`src/rtl/if2_inst_buffer.sv`:
```
// IF2 -> ID instruction queue: circular buffer carrying PC, instruction, ADEF
// and branch-prediction metadata over valid/ready, flushed on any redirect.
module if2_inst_buffer #(
  parameter int unsigned DEPTH = 4,
  parameter int unsigned AW    = 2
) (
  input  logic          clk,
  input  logic          rst,
  input  logic          flush,
  input  logic          in_valid,
  output logic          in_ready,
  input  logic [31:0]   in_pc,
  input  logic [31:0]   in_inst,
  input  logic          in_adef,
  input  logic          in_branch_bp,
  input  logic          in_answ_bht,
  input  logic          in_answ_ghr,
  output logic          out_valid,
  input  logic          out_ready,
  output logic [31:0]   out_pc,
  output logic [31:0]   out_inst,
  output logic          out_adef,
  output logic          out_branch_bp,
  output logic          out_answ_bht,
  output logic          out_answ_ghr,
  output logic [AW:0]   count
);

  localparam int unsigned CW       = AW + 1;
  localparam logic [31:0] NOP_INST = 32'h0340_0000;

  typedef struct packed {
    logic [31:0] pc;
    logic [31:0] inst;
    logic        adef;
    logic        branch_bp;
    logic        answ_bht;
    logic        answ_ghr;
  } entry_t;

  entry_t          mem_q [DEPTH];
  logic [AW-1:0]   wp_q, wp_d;
  logic [AW-1:0]   rp_q, rp_d;
  logic [CW-1:0]   count_q, count_d;
  entry_t          wr_entry;
  entry_t          head;
  logic            push, pop;

  // Ready depends on occupancy only: no push-through when full.
  assign in_ready  = (count_q != CW'(DEPTH));
  assign out_valid = (count_q != '0);
  assign push      = in_valid && in_ready && !flush;
  assign pop       = out_valid && out_ready && !flush;

  // A fetch-address fault becomes a nop with prediction bits cleared; PC kept for BADV/ERA.
  always_comb begin
    wr_entry.pc        = in_pc;
    wr_entry.adef      = in_adef;
    wr_entry.inst      = in_adef ? NOP_INST : in_inst;
    wr_entry.branch_bp = in_adef ? 1'b0 : in_branch_bp;
    wr_entry.answ_bht  = in_adef ? 1'b0 : in_answ_bht;
    wr_entry.answ_ghr  = in_adef ? 1'b0 : in_answ_ghr;
  end

  // Pointer and occupancy next state; flush overrides any push/pop.
  always_comb begin
    wp_d    = wp_q;
    rp_d    = rp_q;
    count_d = count_q;
    if (flush) begin
      wp_d    = '0;
      rp_d    = '0;
      count_d = '0;
    end else begin
      if (push) wp_d = wp_q + AW'(1);
      if (pop)  rp_d = rp_q + AW'(1);
      case ({push, pop})
        2'b10:   count_d = count_q + CW'(1);
        2'b01:   count_d = count_q - CW'(1);
        default: count_d = count_q;
      endcase
    end
  end

  always_ff @(posedge clk) begin
    if (rst) begin
      wp_q    <= '0;
      rp_q    <= '0;
      count_q <= '0;
      for (int i = 0; i < DEPTH; i++) mem_q[i] <= '0;
    end else begin
      wp_q    <= wp_d;
      rp_q    <= rp_d;
      count_q <= count_d;
      if (push) mem_q[wp_q] <= wr_entry;
    end
  end

  assign head          = mem_q[rp_q];
  assign out_pc        = head.pc;
  assign out_inst      = head.inst;
  assign out_adef      = head.adef;
  assign out_branch_bp = head.branch_bp;
  assign out_answ_bht  = head.answ_bht;
  assign out_answ_ghr  = head.answ_ghr;
  assign count         = count_q;

endmodule

```
`config.mk`:
```
export PLATFORM = sky130hd
export DESIGN_NAME = if2_inst_buffer
export DESIGN_NICKNAME = d
export VERILOG_FILES = /design/src/rtl/if2_inst_buffer.sv
export SDC_FILE = /design/constraint.sdc
export NUM_CORES = 1
export LEC_CHECK = 0
export ABC_CLOCK_PERIOD_IN_PS = 7200
export CORE_ASPECT_RATIO = 0.75
export CORE_MARGIN = 2
export CORE_UTILIZATION = 40
export CTS_BUF_LIST = sky130_fd_sc_hd__clkbuf_4 sky130_fd_sc_hd__clkbuf_8
export CTS_CLUSTER_DIAMETER = 50
export DETAILED_ROUTE_END_ITERATION = 8
export SYNTH_ARGS = -nofsm -noshare
export SYNTH_HDL_FRONTEND = slang
export SYNTH_SLANG_ARGS = --single-unit
```
`constraint.sdc`:
```
create_clock -name clk -period 7.2 [get_ports clk]
set_input_delay 1.08 -clock clk [delete_from_list [all_inputs] [get_ports clk]]
set_output_delay 1.08 -clock clk [all_outputs]
set_load 0.05 [all_outputs]
```
**After elaboration in Yosys (flattened, before gate mapping)**

Memories as Yosys holds them, arrays and structs flattened. A register that Yosys moved wholly into a read port is not among the register bits.
Index checks and enable logic that the tools add are counted.
Widths: inputs -> output; s select.

- Output and inout bits: 73
- Memories kept: 1
- Word-level logic and storage cells: 35
- Register bits after elaboration: 7
- Input bits: 73
- Memory bits (writable): 272

- Equality and inequality tests: 3
- $add $sub $neg: 4
- Reductions and logical operators: 9
- Mux-type cells: 15

Memories:

| name | depth | bits a word | read ports | clocked after Yosys merged registers in | wr ports | RTL line | RTL |
|---|---|---|---|---|---|---|---|
| mem_q | 4 | 68 | 1 | 1 | 4 | 41 | `entry_t mem_q [DEPTH];` |

Operator list:

| operator | number |
|---|---|
| $mux 68 | 1 |
| $reduce_or 68->1 | 1 |
| $mux 32 | 1 |
| $mux 1 | 9 |
| $mux 2 | 3 |
| $pmux 3 s2 | 1 |
| $add 2x1->2 const B | 2 |
| $logic_and 1x1->1 | 4 |
| $add 3x1->3 const B | 1 |
| $ne 3x3->1 const B | 1 |
| $reduce_bool 3->1 | 1 |
| $sub 3x1->3 const B | 1 |
| $eq 2x1->1 const B | 1 |
| $eq 2x2->1 const B | 1 |
| $reduce_bool 2->1 | 1 |
| $reduce_or 2->1 | 1 |
| $logic_not 1->1 | 1 |

**Depth between registers and ports, before layout**

Gate-level depths: netlist of run 1.

- Depth after elaboration: 8
- Gate-level depth with buffers: 9
- Gate-level depth less buffers: 9

**Worst setup path before layout of run 1**

No wires, ideal clock.

- Path kind: input -> register
- Start: input in_valid
- End: memory mem_q[0][0] (netlist bit), enable pin
- Data required time: 6.605 ns
- Stages: 4
- Path buffers: 1
- Library setup time: 0.595 ns
- Setup slack: 0.028 ns
- Arrival: 6.577 ns
- Cells stage by stage: nor2b_1 > clkbuf_1 > nand2_1 > o31ai_1

RTL lines:

| element | RTL line | RTL |
|---|---|---|
| start: declaration | 10 | `input logic in_valid,` |
| end: declaration | 41 |  |

==> flow_summary.toml, run 1 <==
[cts]
cts_sinks = 281
holdBufCountCts = 0
worst_skew_pair.late_latency_ps = 580
cts_resized = 0
cts-root-buf = "clkbuf_8"
cts_made_buffers = 46
clock_path_buffers = 3
cts.reportedPaths.clkPinSlew_ps = 60
cts_setup_buffers = 0
htree_levels = 2
cts_tree = "done"

[floorplan]
ios = 146
rows = 55
coreArea_um2 = 30000
die_h_um = 155
initial_utilization_pct = 40.3
die_w_um = 205
die-area_um2 = 31700

[layout]
diodes = 0
area_delta_synth_final_pct = 22.2
nets = 988
layout-drive-gt1-share_pct = 17.7
final_cell_mix = "272 x edfxtp_1, 145 x clkdlybuf4s50_1, 136 x nor2_1"
final_common_cell = "edfxtp_1"

[worst_setup_path]
crit_arrival_ps = 3510
r2r_slack_ps = 4330
reg2reg_depth = 3
worstPathRequired_ps = 6120
r2r_start = "wp_q[0]$_SDFFE_PP0P_"
cp_max_fo = 39
crit_family = "buffers and inverters"
criticalPathCategory = "flip-flop to output port"
critPathSlowestCell = "dfxtp_4"
cp_cell_sequence = "buf_4 > mux4_2 > clkdlybuf4s50_1"
r2r-end = "mem_q[1][39]$_SDFFCE_PN0P_"
cp_slowest_stage_delay_ps = 920
cp_num_cells = 3
cp.buffers_inverters = 2
start_kind = "flip-flop"
endpoint_kind = "output port"

[global_routing]
grt_pass1_vias = 7522
grt-ovfl-total = 0
grt_start_max_net_pins = 133
grt_pass1_wl_mm = 44.9
grt_usage_pct = 18.7
antenna_found_initial = 0

[synthesis]
synth_largest_area_cell = "edfxtp_1"
synthArstFlopShare_pct = 0
ys.warnings.count = 0
synthCells = 766
synth_edf_count = 272
synth.distinct_cells = 34
ys_ff_latch = 281
postSynthAreaPerCell_um2 = 15.8
ys.flop_type = "edfxtp_1"
netlist.area_leader.share_pct = 67.5
synth.area.top_cells = "edfxtp_1 67%, mux4_2 13%, and3_1 5.2%"
syn_nets = 841
syn_area_um2 = 12100
yosysSeqAreaShare_pct = 69.0

[timing]
rsz0062_at_grt = "false"
worstMarginPinSlew_ps = 1100
min_period_ps = 4590
fin_crit_sh_pct = 63.8
hold_ws_ps = 521
clock.fmax_mhz = 218
slew_headroom_pct = 26.6
drv_slew = 0
setup_tns_ps = 0
skew_ps = 21.0
hold_viol_final = 0
setup_viol = 0

[hold_path]
min_to = "rp_q[1]$_SDFFE_PP0P_"
min_path_cells = 2
hold_path.startpoint = "rp_q[1]$_SDFFE_PP0P_"
holdCritPathClass = "flip-flop to flip-flop"

[drt]
drt_iter0_drc = 463
vias = 7018
via_per_inst = 5.21
wirelength_mm = 28.5
wl_per_cell_um = 21.1
ant_nets = 0
dr.pass1.iters = 5
drc_errors = 0

[outcome]
status = "completed"

[power]
finalPower_mw = 3.59
ir_drop_mv = 0.162
p_leak_nw = 5.41
power.density_nw_per_um2 = 243

[place]
dp_hpwl_mm = 15.6
gp_congestion = 0.702
portBuffers = 145

[run]
cap_violations = 0
## flip-flops by register name, indices dropped and copies added (netlist names), named ones only
name / cells
rp_q: 2
mem_q: 272
wp_q: 2
count: 3
## tightest hold or removal path, delay by kind of cell (launching register included)
family / cells / cell delay [ps]
flip-flops: 1 / 320
AND/OR/NAND/NOR: 1 / 100
XOR/XNOR: 1 / 60
## final cells by class
type	instances	area [um^2]
multi-input cells	421	3490
well taps	399	499
fillers	2620	15200
repair buffers	158	1550
flip-flops and latches	281	8360
clock buffers	65	788
inverters	5	18.8
clock inverters	18	88.8
## worst max-delay path by stage
| stage | startpoint | slack, ps | to |
|---|---|---|---|
| after CTS | flip-flop | 2460 | out_inst[28] |
| after global routing | flip-flop | 2320 | out_inst[30] |
| final | flip-flop | 2610 | out_inst[30] |
| after detailed placement | in_valid | 3030 | mem_q[1][26]$_SDFFCE_PN0P_ |
| after global placement | in_valid | 3050 | mem_q[1][30]$_SDFFCE_PN0P_ |
| after floorplan | in_valid | 30 | mem_q[0][0]$_SDFFCE_PN0P_ |
## through the flow
stage / setup slack, ps / instances / utilization, % / area [um^2]
after global routing: 2320 / 1347 / 49.3 / 14800
after floorplan: 27.7 / 766 / - / 12100
after detailed placement: 3030 / 1264 / 46.4 / 13900
after CTS: 2460 / 1347 / 49.3 / 14800
final: 2610 / 1347 / 49.3 / 14800
after global placement: 3050 / 1264 / 46.4 / 13900
## synthesized netlist by cell type (3+ instances only)
| master | instances |
|---|---|
| clkbuf_2 | 3 |
| edfxtp_1 | 272 |
| buf_6 | 3 |
| or3_1 | 3 |
| clkbuf_1 | 25 |
| mux4_2 | 68 |
| buf_2 | 19 |
| dfxtp_1 | 9 |
| nor2_1 | 137 |
| inv_1 | 4 |
| nand2b_1 | 35 |
| xor2_1 | 4 |
| and2_1 | 33 |
| nor3_1 | 15 |
| buf_4 | 8 |
| and3_1 | 100 |
| o21ai_0 | 5 |
| a21oi_1 | 3 |
## kinds of logic after synthesis
group | count (synthesis) | synth area share, %
adders and majority gates | 2 | 0.269
AOI/OAI and AO/OA | 12 | 0.589
muxes | 68 | 12.7
DFF | 281 | 69.0
xor gates and xnor gates | 4 | 0.289
buffers and inverters | 64 | 2.65
and+or+nand+nor | 335 | 14.6
## routing by layer
metal	wire length (um)	share of wire, %	vias to the layer above	track usage, %
li1	-	-	3208	-
met1	13300	47	3559	27.1
met2	13000	46	210	28.9
met3	1740	6.1	41	4.21
met4	467	1.6	0	4.73
met5	0	0	-	0
## power by group
group          total (mW)  leakage [nW]  switching [mW]  internal [mW]
Combinational       0.359          2.06           0.226          0.133
Sequential           1.89          2.89          0.0244           1.87
Clock                1.34         0.460           0.631          0.707
Total                3.59          5.41           0.882           2.71
Power figures use the tool's default switching activity.
==> run 2, diff against run 1 <==
--- a/config.mk
+++ b/config.mk
@@ -5,7 +5,7 @@
 export SDC_FILE = /design/constraint.sdc
 export NUM_CORES = 1
 export LEC_CHECK = 0
-export ABC_CLOCK_PERIOD_IN_PS = 7200
+export ABC_CLOCK_PERIOD_IN_PS = 4700
 export CORE_ASPECT_RATIO = 0.75
 export CORE_MARGIN = 2
 export CORE_UTILIZATION = 40
==> constraint.sdc (replaced) <==
create_clock -name clk -period 4.7 [get_ports clk]
set_input_delay 0.705 -clock clk [delete_from_list [all_inputs] [get_ports clk]]
set_output_delay 0.705 -clock clk [all_outputs]
set_load 0.05 [all_outputs]
==> run 2 against run 1 <==
Clock-buffer cell count is 6 lower. Power is 52% higher. Wire length hardly changed. Sequential share of layout area is 0.062 points lower. Design area is 0.11% higher.
==> flow_summary.toml, run 2 (same netlist as run 1, synthesis figures left out) <==
[layout]
diodes = 0
nFillCells = 2602
largest_reg_flops = 272
top_register = "mem_q"
nets = 993
final_cell_mix = "272 x edfxtp_1, 145 x clkdlybuf4s50_1, 136 x nor2_1"
layout-drive-gt1-share_pct = 17.3
final_common_cell = "edfxtp_1"
area_delta_synth_final_pct = 22.3

[drt]
via_per_inst = 5.25
drt_iter0_drc = 576
wl_per_cell_um = 21.1
wirelength_mm = 28.5
met3WireLength_mm = 1.76
highest_layer = "met4"
vias = 7088
ant_nets = 0
dr_wl_met2_mm = 13.0
dr.pass1.iters = 4
met1Wirelength_mm = 13.2
drc_errors = 0

[place]
gp_congestion = 0.743
place_ws_ps = 1380
dp_hpwl_mm = 16.2
portBuffers = 145

[floorplan]
coreArea_um2 = 30000
rows = 55
initial_utilization_pct = 40.3
ios = 146
die_w_um = 205
die_h_um = 155
die-area_um2 = 31700

[timing]
min_period_ps = 3750
clock.fmax_mhz = 267
postLayoutSetupSlackWorst_ps = 954
hold_ws_ps = 543
fin_crit_sh_pct = 79.7
rsz0062_at_grt = "false"
skew_ps = 21.3
setup_tns_ps = 0
setup_viol = 0
slew_headroom_pct = 25.4
drv_slew = 0
worstMarginPinSlew_ps = 1120
hold_viol_final = 0

[worst_setup_path]
start_kind = "flip-flop"
reg2reg_depth = 9
critPathCapture = "out_inst[3]"
endpoint_kind = "output port"
crit_arrival_ps = 3040
r2r-end = "count[2]$_SDFFE_PP0P_"
cp_max_fo = 32
criticalPathCategory = "flip-flop to output port"
r2r_slack_ps = 2100
worstPathRequired_ps = 3990
r2r_start = "count[2]$_SDFFE_PP0P_"

[hold_path]
hold_path.startpoint = "rp_q[1]$_SDFFE_PP0P_"
holdCritPathClass = "flip-flop to flip-flop"

[global_routing]
grt_start_max_net_pins = 69
grt-ovfl-total = 0
grt_pass1_wl_mm = 43.5
antenna_found_initial = 0
grt_pass1_vias = 7443
grt_usage_pct = 18.3

[power]
ir_drop_mv = 0.149
power.density_nw_per_um2 = 368
p_leak_nw = 5.42

[cts]
cts-root-buf = "clkbuf_8"
cts_resized = 0
cts_sinks = 281
cts_tree = "done"
cts_setup_buffers = 0
worst_skew_pair.late_latency_ps = 540
htree_levels = 2
cts_made_buffers = 45
holdBufCountCts = 0
clock_path_buffers = 3
cts.reportedPaths.clkPinSlew_ps = 70

[outcome]
status = "completed"

[run]
cap_violations = 0
-- run 2: worst min path at each step --
stage	to	slack (ps)	depth (start not counted)
floorplan	flip-flop	480	2
finish	flip-flop	540	2
detailed placement	flip-flop	520	2
CTS	flip-flop	550	2
global placement	flip-flop	510	2
global route	flip-flop	570	2
-- run 2: metal layers --
| layer | up-vias | GRT usage [%] |
|---|---|---|
| met5 | - | 0 |
| met4 | 0 | 4.18 |
| met3 | 43 | 3.71 |
| met2 | 213 | 28.1 |
| met1 | 3628 | 26.9 |
| li1 | 3204 | - |
-- run 2: cell type report --
| type | count | area (um^2) | share of cell area (%) |
|---|---|---|---|
| multi-input combinational | 421 | 3490 | 23.6 |
| inverter | 5 | 18.8 | 0.127 |
| timing repair buffer | 164 | 1610 | 10.9 |
| sequential | 281 | 8360 | 56.4 |
| tap | 399 | 499 | 3.37 |
| clock inverter | 20 | 105 | 0.710 |
| clock buffer | 59 | 731 | 4.94 |
-- run 2: power breakdown --
| part | leakage, nW | total, mW | internal [mW] | switching (mW) |
|---|---|---|---|---|
| combinational | 2.10 | 0.559 | 0.207 | 0.352 |
| clock | 0.441 | 2.00 | 1.06 | 0.933 |
| sequential | 2.89 | 2.90 | 2.86 | 0.0337 |
| total | 5.42 | 5.45 | 4.13 | 1.32 |
-- run 2: critical path: stages, from the launching register on --
cell and delay [ps]:
dfxtp_4 820, buf_4 390, mux4_2 540, clkdlybuf4s50_1 720
-- run 2: metrics by stage --
step	util, %	total power, mW	area, um^2	cells
global placement	46.6	3.51	14000	1270
floorplan	-	3.28	12100	766
detailed placement	46.6	3.51	14000	1270
CTS	49.3	5.51	14800	1349
finish	49.3	5.45	14800	1349
global route	49.3	5.64	14800	1349
